`src/rtl/imm_gen_pkg.sv`:
```
// imm_gen_pkg: shared types and constants for the immediate-generator stage.
// Provides the imm_fmt_t format tag, the RV32I/RV64I opcodes that carry an
// immediate, and the funct3 codes that split OP-IMM / OP-IMM-32 decoding.
package imm_gen_pkg;

    localparam int unsigned INST_W = 32;
    localparam int unsigned OPC_W  = 7;
    localparam int unsigned F3_W   = 3;

    typedef enum logic [2:0] {
        FMT_NONE = 3'd0,
        FMT_I    = 3'd1,
        FMT_SH   = 3'd2,
        FMT_S    = 3'd3,
        FMT_B    = 3'd4,
        FMT_U    = 3'd5,
        FMT_J    = 3'd6
    } imm_fmt_t;

    localparam logic [OPC_W-1:0] OPC_LOAD    = 7'b0000011;
    localparam logic [OPC_W-1:0] OPC_OPIMM   = 7'b0010011;
    localparam logic [OPC_W-1:0] OPC_OPIMM32 = 7'b0011011;
    localparam logic [OPC_W-1:0] OPC_JALR    = 7'b1100111;
    localparam logic [OPC_W-1:0] OPC_STORE   = 7'b0100011;
    localparam logic [OPC_W-1:0] OPC_BRANCH  = 7'b1100011;
    localparam logic [OPC_W-1:0] OPC_JAL     = 7'b1101111;
    localparam logic [OPC_W-1:0] OPC_LUI     = 7'b0110111;
    localparam logic [OPC_W-1:0] OPC_AUIPC   = 7'b0010111;

    localparam logic [F3_W-1:0] F3_ADDI = 3'b000;
    localparam logic [F3_W-1:0] F3_SLLI = 3'b001;
    localparam logic [F3_W-1:0] F3_SRXI = 3'b101;

endpackage

```
`src/rtl/imm_decode.sv`:
```
// imm_decode: purely combinational immediate extraction for one instruction.
// Ports:
//   inst   - raw 32-bit instruction word
//   imm_c  - XLEN-wide sign-/zero-extended immediate
//   fmt_c  - imm_fmt_t format tag (FMT_NONE for unsupported opcodes)
//   err_c  - unsupported opcode flag (only with IMMGEN_ERR_EN defined)
// Every immediate is first formed as a signed 32-bit value and then widened
// to XLEN with one signed cast, so RV32 and RV64 share the same datapath.
module imm_decode
    import imm_gen_pkg::*;
#(
    parameter int unsigned XLEN = 32
) (
    input  logic [INST_W-1:0] inst,
    output logic [XLEN-1:0]   imm_c,
    output imm_fmt_t          fmt_c
`ifdef IMMGEN_ERR_EN
    ,
    output logic              err_c
`endif
);

    localparam int unsigned SHAMT_W = $clog2(XLEN);
    localparam bit          IS_RV64 = (XLEN == 64);

    logic [OPC_W-1:0]   opcode;
    logic [F3_W-1:0]    funct3;
    logic signed [31:0] imm_i;
    logic signed [31:0] imm_s;
    logic signed [31:0] imm_b;
    logic signed [31:0] imm_j;
    logic signed [31:0] imm_u;
    logic signed [31:0] shamt;
    logic signed [31:0] shamt_w;
    logic signed [31:0] imm32;
    logic               unsup;

    assign opcode  = inst[6:0];
    assign funct3  = inst[14:12];
    assign imm_i   = {{20{inst[31]}}, inst[31:20]};
    assign imm_s   = {{20{inst[31]}}, inst[31:25], inst[11:7]};
    assign imm_b   = {{19{inst[31]}}, inst[31], inst[7], inst[30:25], inst[11:8], 1'b0};
    assign imm_j   = {{11{inst[31]}}, inst[31], inst[19:12], inst[20], inst[30:21], 1'b0};
    assign imm_u   = {inst[31:12], 12'b0};
    // shift amounts exclude the funct7 bits above them
    assign shamt   = 32'(inst[20 +: SHAMT_W]);
    assign shamt_w = 32'(inst[24:20]);

    // format select
    always_comb begin
        imm32 = '0;
        fmt_c = FMT_NONE;
        unsup = 1'b0;
        unique case (opcode)
            OPC_LOAD, OPC_JALR: begin
                imm32 = imm_i;
                fmt_c = FMT_I;
            end
            OPC_OPIMM: begin
                if (funct3 == F3_SLLI || funct3 == F3_SRXI) begin
                    imm32 = shamt;
                    fmt_c = FMT_SH;
                end else begin
                    imm32 = imm_i;
                    fmt_c = FMT_I;
                end
            end
            OPC_OPIMM32: begin
                // word-sized ops only exist on RV64
                if (IS_RV64 && funct3 == F3_ADDI) begin
                    imm32 = imm_i;
                    fmt_c = FMT_I;
                end else if (IS_RV64 && (funct3 == F3_SLLI || funct3 == F3_SRXI)) begin
                    imm32 = shamt_w;
                    fmt_c = FMT_SH;
                end else begin
                    unsup = 1'b1;
                end
            end
            OPC_STORE: begin
                imm32 = imm_s;
                fmt_c = FMT_S;
            end
            OPC_BRANCH: begin
                imm32 = imm_b;
                fmt_c = FMT_B;
            end
            OPC_JAL: begin
                imm32 = imm_j;
                fmt_c = FMT_J;
            end
            OPC_LUI, OPC_AUIPC: begin
                imm32 = imm_u;
                fmt_c = FMT_U;
            end
            default: begin
                unsup = 1'b1;
            end
        endcase
    end

    // signed cast sign-extends to XLEN
    assign imm_c = XLEN'(imm32);

`ifdef IMMGEN_ERR_EN
    assign err_c = unsup;
`else
    logic unused_unsup;
    assign unused_unsup = unsup;
`endif

endmodule

```
`src/rtl/imm_gen_stage.sv`:
```
// imm_gen_stage: registered decode-stage immediate generator with a 2-entry
// skid buffer (main output register + one skid register).
// Ports:
//   clk, reset      - core clock, asynchronous active-high reset
//   flush           - synchronous kill of every buffered entry (highest priority)
//   in_valid/in_ready/inst_code   - instruction input handshake
//   out_valid/out_ready           - result output handshake
//   imm_out, fmt_out              - registered immediate and format tag
//   err_out         - unsupported-opcode flag (only with IMMGEN_ERR_EN defined)
// in_ready is registered from the next state, so it never depends
// combinationally on out_ready.
module imm_gen_stage
    import imm_gen_pkg::*;
#(
    parameter int unsigned XLEN = 32
) (
    input  logic              clk,
    input  logic              reset,
    input  logic              flush,
    input  logic              in_valid,
    output logic              in_ready,
    input  logic [INST_W-1:0] inst_code,
    output logic              out_valid,
    input  logic              out_ready,
    output logic [XLEN-1:0]   imm_out,
    output imm_fmt_t          fmt_out
`ifdef IMMGEN_ERR_EN
    ,
    output logic              err_out
`endif
);

    typedef enum logic [1:0] {
        ST_EMPTY = 2'd0,
        ST_FULL  = 2'd1,
        ST_SKID  = 2'd2
    } state_t;

    state_t          state;
    state_t          state_nxt;
    logic            accept;
    logic            drain;
    logic            ld_main_dec;
    logic            ld_main_skid;
    logic            ld_skid;
    logic [XLEN-1:0] dec_imm;
    imm_fmt_t        dec_fmt;
    logic [XLEN-1:0] skid_imm;
    imm_fmt_t        skid_fmt;
`ifdef IMMGEN_ERR_EN
    logic            dec_err;
    logic            skid_err;
`endif

    imm_decode #(.XLEN(XLEN)) u_decode (
        .inst  (inst_code),
        .imm_c (dec_imm),
        .fmt_c (dec_fmt)
`ifdef IMMGEN_ERR_EN
        ,
        .err_c (dec_err)
`endif
    );

    assign accept = in_valid && in_ready;
    assign drain  = out_valid && out_ready;

    // next state and register load enables
    always_comb begin
        state_nxt    = state;
        ld_main_dec  = 1'b0;
        ld_main_skid = 1'b0;
        ld_skid      = 1'b0;
        if (flush) begin
            state_nxt = ST_EMPTY;
        end else begin
            unique case (state)
                ST_EMPTY: begin
                    if (accept) begin
                        state_nxt   = ST_FULL;
                        ld_main_dec = 1'b1;
                    end
                end
                ST_FULL: begin
                    if (accept && drain) begin
                        ld_main_dec = 1'b1;
                    end else if (accept) begin
                        state_nxt = ST_SKID;
                        ld_skid   = 1'b1;
                    end else if (drain) begin
                        state_nxt = ST_EMPTY;
                    end
                end
                ST_SKID: begin
                    if (drain) begin
                        state_nxt    = ST_FULL;
                        ld_main_skid = 1'b1;
                    end
                end
                default: begin
                    state_nxt = ST_EMPTY;
                end
            endcase
        end
    end

    // state and handshake registers
    always_ff @(posedge clk or posedge reset) begin
        if (reset) begin
            state     <= ST_EMPTY;
            in_ready  <= 1'b1;
            out_valid <= 1'b0;
        end else begin
            state     <= state_nxt;
            in_ready  <= (state_nxt != ST_SKID);
            out_valid <= (state_nxt != ST_EMPTY);
        end
    end

    // main and skid payload registers
    always_ff @(posedge clk or posedge reset) begin
        if (reset) begin
            imm_out  <= '0;
            fmt_out  <= FMT_NONE;
            skid_imm <= '0;
            skid_fmt <= FMT_NONE;
`ifdef IMMGEN_ERR_EN
            err_out  <= 1'b0;
            skid_err <= 1'b0;
`endif
        end else begin
            if (ld_main_dec) begin
                imm_out <= dec_imm;
                fmt_out <= dec_fmt;
`ifdef IMMGEN_ERR_EN
                err_out <= dec_err;
`endif
            end else if (ld_main_skid) begin
                imm_out <= skid_imm;
                fmt_out <= skid_fmt;
`ifdef IMMGEN_ERR_EN
                err_out <= skid_err;
`endif
            end
            if (ld_skid) begin
                skid_imm <= dec_imm;
                skid_fmt <= dec_fmt;
`ifdef IMMGEN_ERR_EN
                skid_err <= dec_err;
`endif
            end
        end
    end

endmodule

```
`config.mk`:
```
export PLATFORM = sky130hd
export DESIGN_NAME = imm_gen_stage
export DESIGN_NICKNAME = d
export VERILOG_FILES = /design/src/rtl/imm_gen_pkg.sv /design/src/rtl/imm_decode.sv /design/src/rtl/imm_gen_stage.sv
export SDC_FILE = /design/constraint.sdc
export NUM_CORES = 1
export LEC_CHECK = 0
export BUFFER_PORTS_ARGS = -buffer_cell sky130_fd_sc_hd__buf_2
export CORE_AREA = 2 2 84 86
export CTS_BUF_LIST = sky130_fd_sc_hd__clkbuf_16
export CTS_CLUSTER_SIZE = 12
export DETAILED_ROUTE_END_ITERATION = 10
export DIE_AREA = 0 0 86 88
export PLACE_DENSITY = 0.79
export SLEW_MARGIN = 10
export SYNTH_ARGS = -nofsm -noshare
export SYNTH_HDL_FRONTEND = slang
export SYNTH_SLANG_ARGS = --single-unit
```
`constraint.sdc`:
```
create_clock -name clk -period 5.1 [get_ports clk]
set_input_delay 0.765 -clock clk [delete_from_list [all_inputs] [get_ports clk]]
set_output_delay 0.765 -clock clk [all_outputs]
set_load 0.005 [all_outputs]
```
==> tab_implementation.tex, run 1 <==
\begin{tabular}{lr}
\hline
Metric & Value \\
\hline
\multicolumn{2}{l}{\textbf{Logic synthesis}} \\
\quad Synthesis Warnings & 0 \\
\quad Post-Synthesis Cell Area & $\sim$0.0036 mm\^{}2 \\
\quad Post-synthesis average cell area & 10.37 um\^{}2 \\
\quad Net Count, Synth & 385 \\
\quad Most frequent cell after synthesis & sky130\_fd\_sc\_hd\_\_dfrtp\_1 \\
\quad Proportion of netlist area held by the largest area contributor & 50.62\% \\
\quad Proportion of synthesized chip area in sequential cells & between 50\% and 60\% \\
\quad Instance count of the mapped netlist & $\sim$350 \\
\quad Most used flip-flop cell after synthesis & sky130\_fd\_sc\_hd\_\_dfrtp\_1 \\
\quad Proportion of register bits with asynchronous set or reset after synthesis & 100.0\% \\
\quad Number of register bits inferred by synthesis & 74 \\
\quad Largest cells by area after synthesis & sky130\_fd\_sc\_hd\_\_dfrtp\_1, sky130\_fd\_sc\_hd\_\_mux2\_2, sky130\_fd\_sc\_hd\_\_o21ai\_0 \\
\quad Number of different library cells in the post-synthesis netlist & 47 \\
\quad Dominant cell type by area after synthesis & sky130\_fd\_sc\_hd\_\_dfrtp\_1 \\
\quad Count of flip-flops with a built-in enable after synthesis & 0 \\
\quad Most frequent cells after synthesis & sky130\_fd\_sc\_hd\_\_dfrtp\_1, sky130\_fd\_sc\_hd\_\_nand2\_1, sky130\_fd\_sc\_hd\_\_o21ai\_0 \\
\multicolumn{2}{l}{\textbf{Cells and area}} \\
\quad Area growth from synthesis to final layout & 17.86\% \\
\quad Proportion of layout cells with a drive suffix above 1 & 30.53\% \\
\quad Nets & approximately 450 \\
\quad Final non-filler cell area & 0.004253 mm\^{}2 \\
\quad Fillers & roughly 520 \\
\quad Diode count & 0 \\
\multicolumn{2}{l}{\textbf{Setup path}} \\
\quad Worst-path fanout max & 54 \\
\quad Endpoint kind of the worst setup timing path & register \\
\quad Critical setup path kind & register to register \\
\quad Signal arrival time at the worst endpoint & between 2 and 3 ns \\
\quad Required time of the critical path & 5.36 ns \\
\quad Startpoint types & register \\
\multicolumn{2}{l}{\textbf{Placement}} \\
\quad Weighted congestion at the end of routability-driven global placement & slightly below 0.8 \\
\quad Post-Place Setup Slack & 2.137 ns \\
\quad Number of port buffers & 73 \\
\quad Half-perimeter wire length after placement & 5.209 mm \\
\quad Placed cell areas & 0.003959 mm\^{}2 \\
\multicolumn{2}{l}{\textbf{Route}} \\
\quad Total routed wirelength & 7.795 mm \\
\quad Total DRC errors in the routed layout & 0 \\
\quad Number of vias in the routed layout & 2,832 \\
\quad Average wire per cell in the routed design & approximately 16 um \\
\quad Post-DR vias/cell & 5.710 \\
\quad Total iterations of the first detailed-routing run & 5 \\
\quad First-iteration detailed-routing DRC count & 199 \\
\quad Final antenna-violating net count & 0 \\
\multicolumn{2}{l}{\textbf{STA}} \\
\quad Transition time of the tightest slew-check pin & 0.9958 ns \\
\quad Setup repair after global routing missed its margin & no \\
\quad Peak Freq & 377.4 MHz \\
\quad Number of slew-limit violations in the final report & 0 \\
\quad Final critical path time including I/O delays and setup & about 2.6 ns \\
\quad Remaining max-slew budget at the tightest pin & 33.52\% \\
\quad Min setup slack post-route & 2.450 ns \\
\quad Setup violation total in the final timing report & 0 \\
\quad Final worst-path cycle share & 51.96\% \\
\quad Total count of hold-check failures in the final report & 0 \\
\quad Layout Skew & between 0.005 and 0.006 ns \\
\quad Sum of negative setup slack & 0 ns \\
\multicolumn{2}{l}{\textbf{CTS}} \\
\quad Total clock buffers created by CTS & 9 \\
\quad Post-CTS setup buffer count & 0 \\
\quad Buffer type at the clock tree root & sky130\_fd\_sc\_hd\_\_clkbuf\_16 \\
\quad Clk sinks & 74 \\
\quad Clock transition at the register clock pins on the worst setup and hold paths after CTS & 0.06 ns \\
\quad CTS HTree Levels & 3 \\
\quad TritonCTS clock tree & yes \\
\quad CTS resizes & 0 \\
\quad Source-to-sink clock delay at the later pin of the worst-skew pair & 0.33 ns \\
\quad CTS Hold Buffers Added & 0 \\
\quad CTS Buffer Depth & 2 \\
\multicolumn{2}{l}{\textbf{Pwr}} \\
\quad Power density over cell area & 343.0 mW/mm\^{}2 \\
\quad Worst supply voltage drop on vdd & 0.2061 mV \\
\quad Leakage power & $\sim$2 nW \\
\multicolumn{2}{l}{\textbf{Global route}} \\
\quad Initial antenna violation count & 0 \\
\quad Global-route wire length before repair & 12.70 mm \\
\quad Overall track demand over capacity in global routing & 21.70\% \\
\quad Largest net degree at the start of global routing & 55 \\
\quad GRT overflow & 0 \\
\quad Number of global-route vias before repair & about 2.7k \\
\multicolumn{2}{l}{\textbf{Status}} \\
\quad Status & finished, final reports clean \\
\multicolumn{2}{l}{\textbf{Floorplanning}} \\
\quad Standard-cell rows & 30 \\
\quad Height of the chip & 88 um \\
\quad Core area & 0.006644 mm\^{}2 \\
\quad Die area & 0.007568 mm\^{}2 \\
\quad IO Pins & 74 \\
\quad Die boundary width & 86 um \\
\quad Initial core utilization & 54.31\% \\
\multicolumn{2}{l}{\textbf{Job}} \\
\quad Max\_cap viols & 0 \\
\multicolumn{2}{l}{\textbf{Min path}} \\
\quad Min-Delay Path Class & register to register \\
\hline
\end{tabular}
==> registers in the layout (all words and copies together) (netlist names) <==
register and flops:
skid_imm 32, in_ready 1, skid_fmt 3, out_valid 1
imm_out 32, fmt_out 3, state 2
==> kinds of logic (layout without fill, tap and decap cells) <==
group | count (synthesis) | after routing | share of synthesized area, %
AO/OA/AOI/OAI | 115 | 115 | 20.74
AND/OR/NAND/NOR | 93 | 93 | 12.38
flip-flops | 74 | 74 | 51.35
multiplexers | 36 | 36 | 10.68
buffers and inverters | 28 | 96 | 4.369
XOR/XNOR | 2 | 2 | 0.4855
==> path summary, 6_finish.rpt <==
check,cells after the start,startpoint,endpoint,slack [ns]
max in group asynchronous,3,reset,imm_out[12],3.52
min,2,skid_imm[23],skid_imm[23],0.48
min in group asynchronous,2,reset,imm_out[16],0.67
max,5,in_ready,skid_imm[7],2.45
max reg2reg,5,in_ready,skid_imm[7],2.45
min reg2reg,2,skid_imm[23],skid_imm[23],0.48
==> per-layer routing <==
layer | global-route usage (%) | routed length (um)
met3 | 5.561 | 407
met1 | 29.40 | 3479
met2 | 33.76 | 3802
met5 | 0 | 0
met4 | 8.514 | 105
==> worst max-delay path: stages, from the launching register on <==
cell                      delay, ns
sky130_fd_sc_hd__dfstp_2       0.52
sky130_fd_sc_hd__nand2_1       0.14
sky130_fd_sc_hd__nor3_1        0.33
sky130_fd_sc_hd__nand3_2       0.80
sky130_fd_sc_hd__a21oi_2       0.59
sky130_fd_sc_hd__a22o_1        0.19
==> cells in the final DEF, fill, tap and decap left out, types with 3 or more instances in the layout <==
master	Yosys	layout
sky130_fd_sc_hd__clkbuf_16	0	9
sky130_fd_sc_hd__o21ai_1	6	6
sky130_fd_sc_hd__a21oi_1	19	19
sky130_fd_sc_hd__mux2i_1	16	16
sky130_fd_sc_hd__o2bb2ai_1	6	6
sky130_fd_sc_hd__buf_2	7	73
sky130_fd_sc_hd__inv_1	4	3
sky130_fd_sc_hd__a31oi_1	3	3
sky130_fd_sc_hd__nand2_1	57	57
sky130_fd_sc_hd__a22oi_1	7	7
sky130_fd_sc_hd__a22o_1	6	6
sky130_fd_sc_hd__dfrtp_1	73	73
sky130_fd_sc_hd__clkinv_2	0	3
sky130_fd_sc_hd__nor2_1	11	11
sky130_fd_sc_hd__nand3_1	4	3
sky130_fd_sc_hd__o21ai_0	43	43
sky130_fd_sc_hd__a211oi_1	12	12
sky130_fd_sc_hd__nor2b_1	5	5
sky130_fd_sc_hd__mux2_2	20	20
sky130_fd_sc_hd__buf_4	3	3
==> layout make-up <==
class / instances / area (um^2) / area share, %
Clock buffer: 9 / 225.2 / 5.296
Clock inverter: 7 / 68.82 / 1.618
Inverter: 4 / 15.01 / 0.3530
Multi-Input combinational cell: 246 / 1603 / 37.69
Sequential cell: 74 / 1853 / 43.57
Tap cell: 80 / 100.1 / 2.354
Timing Repair Buffer: 76 / 387.9 / 9.120
==> through the flow <==
stage | total power [mW] | hold WS [ns] | utilization [%] | std cells
finish | 1.459 | 0.4755 | 64.01 | 496
global route | 1.529 | 0.5010 | 64.01 | 496
CTS | 1.469 | 0.4791 | 64.01 | 496
detailed placement | 0.8524 | 0.4646 | 59.59 | 480
global placement | 0.8443 | 0.4567 | 59.59 | 480
floorplan | 0.7898 | 0.4444 | - | 348
==> where the power goes <==
part | total [mW] | switching, mW | internal [mW]
registers | 0.671 | 0.0298 | 0.641
clock network | 0.618 | 0.240 | 0.377
logic | 0.171 | 0.0988 | 0.0717
(Power assumes the default switching activity.)
==> run 2: changes to the inputs <==
--- a/config.mk
+++ b/config.mk
@@ -6,12 +6,12 @@
 export NUM_CORES = 1
 export LEC_CHECK = 0
 export BUFFER_PORTS_ARGS = -buffer_cell sky130_fd_sc_hd__buf_2
-export CORE_AREA = 2 2 84 86
+export CORE_AREA = 2 2 89 91
 export CTS_BUF_LIST = sky130_fd_sc_hd__clkbuf_16
 export CTS_CLUSTER_SIZE = 12
 export DETAILED_ROUTE_END_ITERATION = 10
-export DIE_AREA = 0 0 86 88
-export PLACE_DENSITY = 0.79
+export DIE_AREA = 0 0 91 93
+export PLACE_DENSITY = 0.74
 export SLEW_MARGIN = 10
 export SYNTH_ARGS = -nofsm -noshare
 export SYNTH_HDL_FRONTEND = slang
==> constraint.sdc (replaced) <==
create_clock -name clk -period 2.2 [get_ports clk]
set_input_delay 0.33 -clock clk [delete_from_list [all_inputs] [get_ports clk]]
set_output_delay 0.33 -clock clk [all_outputs]
set_load 0.005 [all_outputs]
==> run 2 against run 1 <==
Effect of this change: sequential power up 130%; register-to-register slack got worse by 2.2 ns; sequential share of layout area is 1.6 points lower.
==> tab_implementation.tex, run 2 (synthesis results as in run 1) <==
\begin{tabular}{lr}
\hline
Metric & Value \\
\hline
\multicolumn{2}{l}{\textbf{Route}} \\
\quad Post-DR vias/cell & 5.357 \\
\quad Total iterations of the first detailed-routing run & 5 \\
\quad First-iteration detailed-routing DRC count & 210 \\
\quad Final antenna-violating net count & 0 \\
\quad Total DRC errors in the routed layout & 0 \\
\quad Total routed wirelength & 8.103 mm \\
\quad Average wire per cell in the routed design & 15.32 um \\
\quad Number of vias in the routed layout & 2,834 \\
\multicolumn{2}{l}{\textbf{STA}} \\
\quad Final critical path time including I/O delays and setup & about 1.9 ns \\
\quad Remaining max-slew budget at the tightest pin & 62.76\% \\
\quad Peak Freq & about 520 MHz \\
\quad Total count of hold-check failures in the final report & 0 \\
\quad Setup repair after global routing missed its margin & no \\
\quad Min setup slack post-route & 0.2869 ns \\
\quad Transition time of the tightest slew-check pin & 0.5586 ns \\
\quad Layout Skew & 0.003900 ns \\
\quad Number of slew-limit violations in the final report & 0 \\
\quad Final worst-path cycle share & 86.96\% \\
\quad Sum of negative setup slack & 0 ns \\
\quad Worst hold margin & between 0.2 and 0.3 ns \\
\quad Setup violation total in the final timing report & 0 \\
\multicolumn{2}{l}{\textbf{Setup path}} \\
\quad Startpoint types & register \\
\quad Required time of the critical path & about 2.4 ns \\
\quad Signal arrival time at the worst endpoint & 2.15 ns \\
\quad Worst-path fanout max & 6 \\
\quad Endpoint kind of the worst setup timing path & register \\
\quad Critical setup path kind & register to register \\
\multicolumn{2}{l}{\textbf{Pwr}} \\
\quad Power density over cell area & 780.3 mW/mm\^{}2 \\
\quad Overall power of the completed layout & 3.444 mW \\
\quad Leakage power & 2.078 nW \\
\quad Worst supply voltage drop on vdd & about 0.41 mV \\
\multicolumn{2}{l}{\textbf{Cells and area}} \\
\quad Post-layout utilization of the core & 58.63\% \\
\quad Nets & 461 \\
\quad Post-Layout Cell Count & 529 \\
\quad Top flop regs & imm\_out x32, skid\_imm x32 \\
\quad Most frequent cells in the layout & sky130\_fd\_sc\_hd\_\_dfrtp\_1, sky130\_fd\_sc\_hd\_\_buf\_2, sky130\_fd\_sc\_hd\_\_nand2\_1 \\
\quad Fillers & 681 \\
\quad Diode count & 0 \\
\quad Proportion of layout cells with a drive suffix above 1 & roughly a third \\
\quad Area growth from synthesis to final layout & 22.30\% \\
\quad Final non-filler cell area & 0.004413 mm\^{}2 \\
\multicolumn{2}{l}{\textbf{Placement}} \\
\quad Half-perimeter wire length after placement & 5.721 mm \\
\quad Number of cells after detailed placement & 514 \\
\quad Weighted congestion at the end of routability-driven global placement & 0.8482 \\
\quad Number of port buffers & 73 \\
\quad Placed cell areas & 0.004105 mm\^{}2 \\
\quad Post-Place Setup Slack & around 0.14 ns \\
\multicolumn{2}{l}{\textbf{Floorplanning}} \\
\quad Standard-cell rows & 32 \\
\quad Die area & roughly 0.0085 mm\^{}2 \\
\quad IO Pins & 74 \\
\quad Initial core utilization & 47.94\% \\
\quad Height of the chip & 93 um \\
\quad Core area & 0.007527 mm\^{}2 \\
\quad Die boundary width & 91 um \\
\multicolumn{2}{l}{\textbf{Global route}} \\
\quad Overall track demand over capacity in global routing & 20.36\% \\
\quad Largest net degree at the start of global routing & 49 \\
\quad GRT overflow & 0 \\
\quad Global-route wire length before repair & 13.61 mm \\
\quad Number of global-route vias before repair & 2,762 \\
\quad Initial antenna violation count & 0 \\
\multicolumn{2}{l}{\textbf{CTS}} \\
\quad Buffer type at the clock tree root & sky130\_fd\_sc\_hd\_\_clkbuf\_16 \\
\quad CTS resizes & 0 \\
\quad CTS HTree Levels & 3 \\
\quad Clk sinks & 74 \\
\quad Clock transition at the register clock pins on the worst setup and hold paths after CTS & about 0.060 ns \\
\quad TritonCTS clock tree & yes \\
\quad CTS Buffer Depth & 2 \\
\quad Total clock buffers created by CTS & 9 \\
\quad Source-to-sink clock delay at the later pin of the worst-skew pair & 0.33 ns \\
\multicolumn{2}{l}{\textbf{Job}} \\
\quad Max\_cap viols & 0 \\
\multicolumn{2}{l}{\textbf{Min path}} \\
\quad Min-Delay Path Class & input port to register \\
\multicolumn{2}{l}{\textbf{Status}} \\
\quad Status & finished, final reports clean \\
\hline
\end{tabular}
## run 2: cell count changes in the layout (fill, tap and decap cells not counted)
cell	change
sky130_fd_sc_hd__inv_2	-1
sky130_fd_sc_hd__dlygate4sd3_1	+1
sky130_fd_sc_hd__clkinv_2	-2
sky130_fd_sc_hd__clkinvlp_4	-1
sky130_fd_sc_hd__bufinv_16	+1
sky130_fd_sc_hd__buf_12	+2
sky130_fd_sc_hd__clkinv_1	+1
sky130_fd_sc_hd__buf_4	+10
sky130_fd_sc_hd__inv_1	+1
sky130_fd_sc_hd__inv_6	-1
## run 2: final cells by class
cell class              count  area, um^2  share of cell area [%]
flip-flops and latches     74        1853                   41.99
multi-input cells         246        1603                   36.32
repair buffers             89       513.0                   11.62
clock buffers               9       225.2                   5.103
well taps                 102       127.6                   2.892
clock inverters             5       72.57                   1.644
inverters                   4       18.77                  0.4253
## run 2: report_power, final
part	total, mW	internal [mW]	leakage [nW]	switching [mW]
sequential	1.56	1.49	1.01	0.0691
clock	1.47	0.968	0.150	0.505
combinational	0.414	0.182	0.918	0.233
total	3.44	2.64	2.08	0.807
## run 2: routing by layer
metal	vias up	wire length (um)	track usage, %	part of all wire [%]
li1	1405	-	-	-
met1	1351	3666	28.00	45
met2	69	3978	32.53	49
met3	9	350	3.465	4.3
met4	0	107	7.955	1.3
met5	-	0	0	0
## run 2: worst max-delay path, stage by stage (launching register included)
cell,delay [ns]
sky130_fd_sc_hd__dfstp_2,0.52
sky130_fd_sc_hd__nand2_1,0.15
sky130_fd_sc_hd__nor3_1,0.32
sky130_fd_sc_hd__nand2_1,0.17
sky130_fd_sc_hd__a21oi_1,0.48
sky130_fd_sc_hd__o2bb2ai_1,0.19
## run 2: repair_timing
item / in CTS / in global routing
hold buffers: 1 / 0
setup endpoints to repair: 0 / 0
setup buffers: 0 / 0
hold endpoints to repair: 1 / 0
## run 2: worst paths after layout
| path | startpoint | to | slack (ns) | cells after the start |
|---|---|---|---|---|
| hold reg to reg | skid_fmt[2] | skid_fmt[2] | 0.47 | 2 |
| setup / recovery | in_ready | imm_out[5] | 0.29 | 5 |
| min in group asynchronous | reset | imm_out[15] | 0.42 | 3 |
| max in group asynchronous | reset | in_ready | 1.08 | 4 |
| hold / removal | inst_code[28] | imm_out[8] | 0.25 | 2 |
| setup reg to reg | in_ready | imm_out[5] | 0.29 | 5 |
==> run 3: changes to the inputs <==
--- a/config.mk
+++ b/config.mk
@@ -5,13 +5,14 @@
 export SDC_FILE = /design/constraint.sdc
 export NUM_CORES = 1
 export LEC_CHECK = 0
+export ABC_AREA = 1
 export BUFFER_PORTS_ARGS = -buffer_cell sky130_fd_sc_hd__buf_2
-export CORE_AREA = 2 2 89 91
+export CORE_AREA = 2 2 96 98
 export CTS_BUF_LIST = sky130_fd_sc_hd__clkbuf_16
 export CTS_CLUSTER_SIZE = 12
 export DETAILED_ROUTE_END_ITERATION = 10
-export DIE_AREA = 0 0 91 93
-export PLACE_DENSITY = 0.74
+export DIE_AREA = 0 0 98 100
+export PLACE_DENSITY = 0.75
 export SLEW_MARGIN = 10
 export SYNTH_ARGS = -nofsm -noshare
 export SYNTH_HDL_FRONTEND = slang
==> run 3 against run 2 <==
Effect of this change: utilization down 1.4 points; hold slack lost 0.17 ns; first-iteration DRC count grew 50%; count of clock-buffer cells in the layout is the same; flip-flop and latch count stayed put; sequential power increased by 21%.
==> tab_implementation.tex, run 3 <==
\begin{tabular}{lr}
\hline
Metric & Value \\
\hline
\multicolumn{2}{l}{\textbf{Floorplanning}} \\
\quad IO Pins & 74 \\
\quad Standard-cell rows & 35 \\
\quad Die area & 0.009800 mm\^{}2 \\
\quad Height of the chip & approximately 100 um \\
\quad Initial core utilization & 49.06\% \\
\quad Core area & 0.008890 mm\^{}2 \\
\quad Die boundary width & 98 um \\
\multicolumn{2}{l}{\textbf{Cells and area}} \\
\quad Proportion of layout cells with a drive suffix above 1 & 17.39\% \\
\quad Most frequent cells in the layout & sky130\_fd\_sc\_hd\_\_nand2\_1, sky130\_fd\_sc\_hd\_\_nand3\_1, sky130\_fd\_sc\_hd\_\_dfrtp\_1, sky130\_fd\_sc\_hd\_\_buf\_2, sky130\_fd\_sc\_hd\_\_nor2\_1 \\
\quad Seq. cell area & around 0.0019 mm\^{}2 \\
\quad Combined area of the multi-input logic cells & 0.002103 mm\^{}2 \\
\quad Top flop regs & imm\_out x32, skid\_imm x32 \\
\quad Post-Layout Cell Count & 824 \\
\quad Fillers & 894 \\
\quad Diode count & 0 \\
\quad Nets & 745 \\
\quad Area growth from synthesis to final layout & 16.64\% \\
\quad Most frequent standard cell in the layout excluding fill and tap cells & sky130\_fd\_sc\_hd\_\_nand2\_1 \\
\multicolumn{2}{l}{\textbf{CTS}} \\
\quad CTS HTree Levels & 3 \\
\quad Post-CTS setup buffer count & 0 \\
\quad Clk sinks & 74 \\
\quad Source-to-sink clock delay at the later pin of the worst-skew pair & approximately 0.33 ns \\
\quad Buffer type at the clock tree root & sky130\_fd\_sc\_hd\_\_clkbuf\_16 \\
\quad CTS Buffer Depth & 2 \\
\quad CTS resizes & 0 \\
\quad CTS Hold Buffers Added & 0 \\
\quad Total clock buffers created by CTS & 9 \\
\quad TritonCTS clock tree & yes \\
\quad Clock transition at the register clock pins on the worst setup and hold paths after CTS & 0.06 ns \\
\multicolumn{2}{l}{\textbf{STA}} \\
\quad Min setup slack post-route & 0.4280 ns \\
\quad Setup violation total in the final timing report & 0 \\
\quad Layout Skew & $\sim$0.0038 ns \\
\quad Number of slew-limit violations in the final report & 0 \\
\quad Peak Freq & 564.3 MHz \\
\quad Final critical path time including I/O delays and setup & 1.772 ns \\
\quad Total count of hold-check failures in the final report & 0 \\
\quad Setup repair after global routing missed its margin & no \\
\quad Transition time of the tightest slew-check pin & 1.129 ns \\
\quad Remaining max-slew budget at the tightest pin & 24.45\% \\
\quad Final worst-path cycle share & 80.55\% \\
\quad Sum of negative setup slack & 0 ns \\
\multicolumn{2}{l}{\textbf{Logic synthesis}} \\
\quad Number of register bits inferred by synthesis & 74 \\
\quad Post-Synthesis Cell Area & 0.004362 mm\^{}2 \\
\quad Number of different library cells in the post-synthesis netlist & 24 \\
\quad Proportion of netlist area held by the largest area contributor & between 40\% and 50\% \\
\quad Largest cells by area after synthesis & sky130\_fd\_sc\_hd\_\_dfrtp\_1, sky130\_fd\_sc\_hd\_\_nand2\_1, sky130\_fd\_sc\_hd\_\_nand3\_1 \\
\quad Net Count, Synth & 685 \\
\quad Dominant cell type by area after synthesis & sky130\_fd\_sc\_hd\_\_dfrtp\_1 \\
\quad Most frequent cells after synthesis & sky130\_fd\_sc\_hd\_\_nand2\_1, sky130\_fd\_sc\_hd\_\_nand3\_1, sky130\_fd\_sc\_hd\_\_dfrtp\_1 \\
\quad Most frequent cell after synthesis & sky130\_fd\_sc\_hd\_\_nand2\_1 \\
\quad Proportion of register bits with asynchronous set or reset after synthesis & 100.0\% \\
\quad Synthesis Warnings & 0 \\
\quad Post-synthesis average cell area & 6.731 um\^{}2 \\
\quad Most used flip-flop cell after synthesis & sky130\_fd\_sc\_hd\_\_dfrtp\_1 \\
\quad Count of flip-flops with a built-in enable after synthesis & 0 \\
\quad Instance count of the mapped netlist & 648 \\
\quad Proportion of synthesized chip area in sequential cells & 42.48\% \\
\multicolumn{2}{l}{\textbf{Placement}} \\
\quad Half-perimeter wire length after placement & 7.570 mm \\
\quad Number of port buffers & 73 \\
\quad Post-Place Setup Slack & 0.1244 ns \\
\quad Number of cells after detailed placement & just over 800 \\
\quad Weighted congestion at the end of routability-driven global placement & 0.9022 \\
\multicolumn{2}{l}{\textbf{Global route}} \\
\quad Number of global-route vias before repair & 4,222 \\
\quad Initial antenna violation count & 0 \\
\quad GRT overflow & 0 \\
\quad Overall track demand over capacity in global routing & 24.04\% \\
\quad Largest net degree at the start of global routing & 75 \\
\quad Global-route wire length before repair & 19.22 mm \\
\multicolumn{2}{l}{\textbf{Route}} \\
\quad Average wire per cell in the routed design & around 13 um \\
\quad Number of vias in the routed layout & around 4.3k \\
\quad Final antenna-violating net count & 0 \\
\quad Post-DR vias/cell & 5.231 \\
\quad Total DRC errors in the routed layout & 0 \\
\quad Total routed wirelength & 11.10 mm \\
\quad First-iteration detailed-routing DRC count & 316 \\
\quad Total iterations of the first detailed-routing run & 4 \\
\multicolumn{2}{l}{\textbf{Pwr}} \\
\quad Overall power of the completed layout & $\sim$4.6 mW \\
\quad Worst supply voltage drop on vdd & $\sim$0.46 mV \\
\quad Power density over cell area & 904.4 mW/mm\^{}2 \\
\quad Leakage power & about 3.0 nW \\
\multicolumn{2}{l}{\textbf{Setup path}} \\
\quad Startpoint types & input port \\
\quad Critical setup path kind & input port to register \\
\quad Required time of the critical path & between 2 and 2.5 ns \\
\quad Beginning of the worst register-to-register path & in\_ready \\
\quad Setup slack on the worst flop-to-flop path & 0.46 ns \\
\quad Worst setup startpoint & inst\_code[1] \\
\quad Endpoint kind of the worst setup timing path & register \\
\quad Signal arrival time at the worst endpoint & a little over 2 ns \\
\quad Worst-path fanout max & 13 \\
\multicolumn{2}{l}{\textbf{Min path}} \\
\quad Min-Delay Path Class & input port to async pin \\
\multicolumn{2}{l}{\textbf{Status}} \\
\quad Status & finished, final reports clean \\
\multicolumn{2}{l}{\textbf{Job}} \\
\quad Max\_cap viols & 0 \\
\hline
\end{tabular}
run 3: cell count changes in the layout (fill, tap and decap cells not counted), sizes merged, moves of 16 or more:
| cell | before | now |
|---|---|---|
| nor2 | 12 | 50 |
| o21ai | 49 | 11 |
| nand3 | 4 | 123 |
| mux2 | 20 | 0 |
| nand2 | 57 | 274 |
| inv | 4 | 50 |
| mux2i | 16 | 0 |
run 3: final cells by class:
cell class | count | share of cell area (%)
Timing Repair Buffer | 87 | 9.493
Clock buffer | 9 | 4.427
Multi-Input combinational cell | 486 | 41.34
Inverter | 50 | 3.763
Tap cell | 111 | 2.730
Clock inverter | 7 | 1.820
Sequential cell | 74 | 36.42
run 3: through the flow:
step                      utilization (%)  area [um^2]  hold WS [ns]
after floorplan                         -         4365        0.4492
after global placement              53.65         4770        0.4619
after detailed placement            53.65         4770        0.4657
after CTS                           57.23         5087        0.1184
after global routing                57.23         5087        0.1385
final                               57.23         5087       0.07936
run 3: logic make-up (layout without fill, tap and decap cells):
family / after synthesis / count (layout) / synth area share [%]
flops: 74 / 74 / 42.48
simple gates: 456 / 456 / 44.66
compound gates: 30 / 30 / 3.557
buf+inv: 88 / 153 / 9.294
run 3: power breakdown:
part | switching (mW) | total, mW | internal [mW] | leakage (nW)
registers | 0.181 | 1.88 | 1.70 | 0.956
clock network | 0.573 | 1.56 | 0.990 | 0.149
logic | 0.660 | 1.16 | 0.500 | 1.90
total | 1.41 | 4.60 | 3.19 | 3.00
run 3: worst max-delay path, cell delays in order:
cell and delay (ns):
sky130_fd_sc_hd__buf_2 0.07, sky130_fd_sc_hd__nand2_1 0.09, sky130_fd_sc_hd__nor2_1 0.66, sky130_fd_sc_hd__buf_4 0.30, sky130_fd_sc_hd__nand3_4 0.10, sky130_fd_sc_hd__inv_1 0.19
sky130_fd_sc_hd__nor2_1 0.09, sky130_fd_sc_hd__nand2_1 0.07, sky130_fd_sc_hd__nand2_1 0.07, sky130_fd_sc_hd__nand2_1 0.07
run 3: path summary, 6_finish.rpt:
kind                                end  depth (start not counted)
min                         imm_out[28]                          3
max in group asynchronous      in_ready                          3
min in group clk               state[0]                          4
min reg2reg                skid_imm[14]                          2
max reg2reg                  imm_out[0]                          8
max                        skid_imm[21]                         10
run 3: per-layer routing:
layer  global-route usage (%)  wire length (um)  up-vias
met2                    39.52              5213      135
met5                        0                 0        -
met4                    8.440               166        0
met3                    4.875               753       14
li1                         -                 -     2169
met1                    31.92              4964     1992
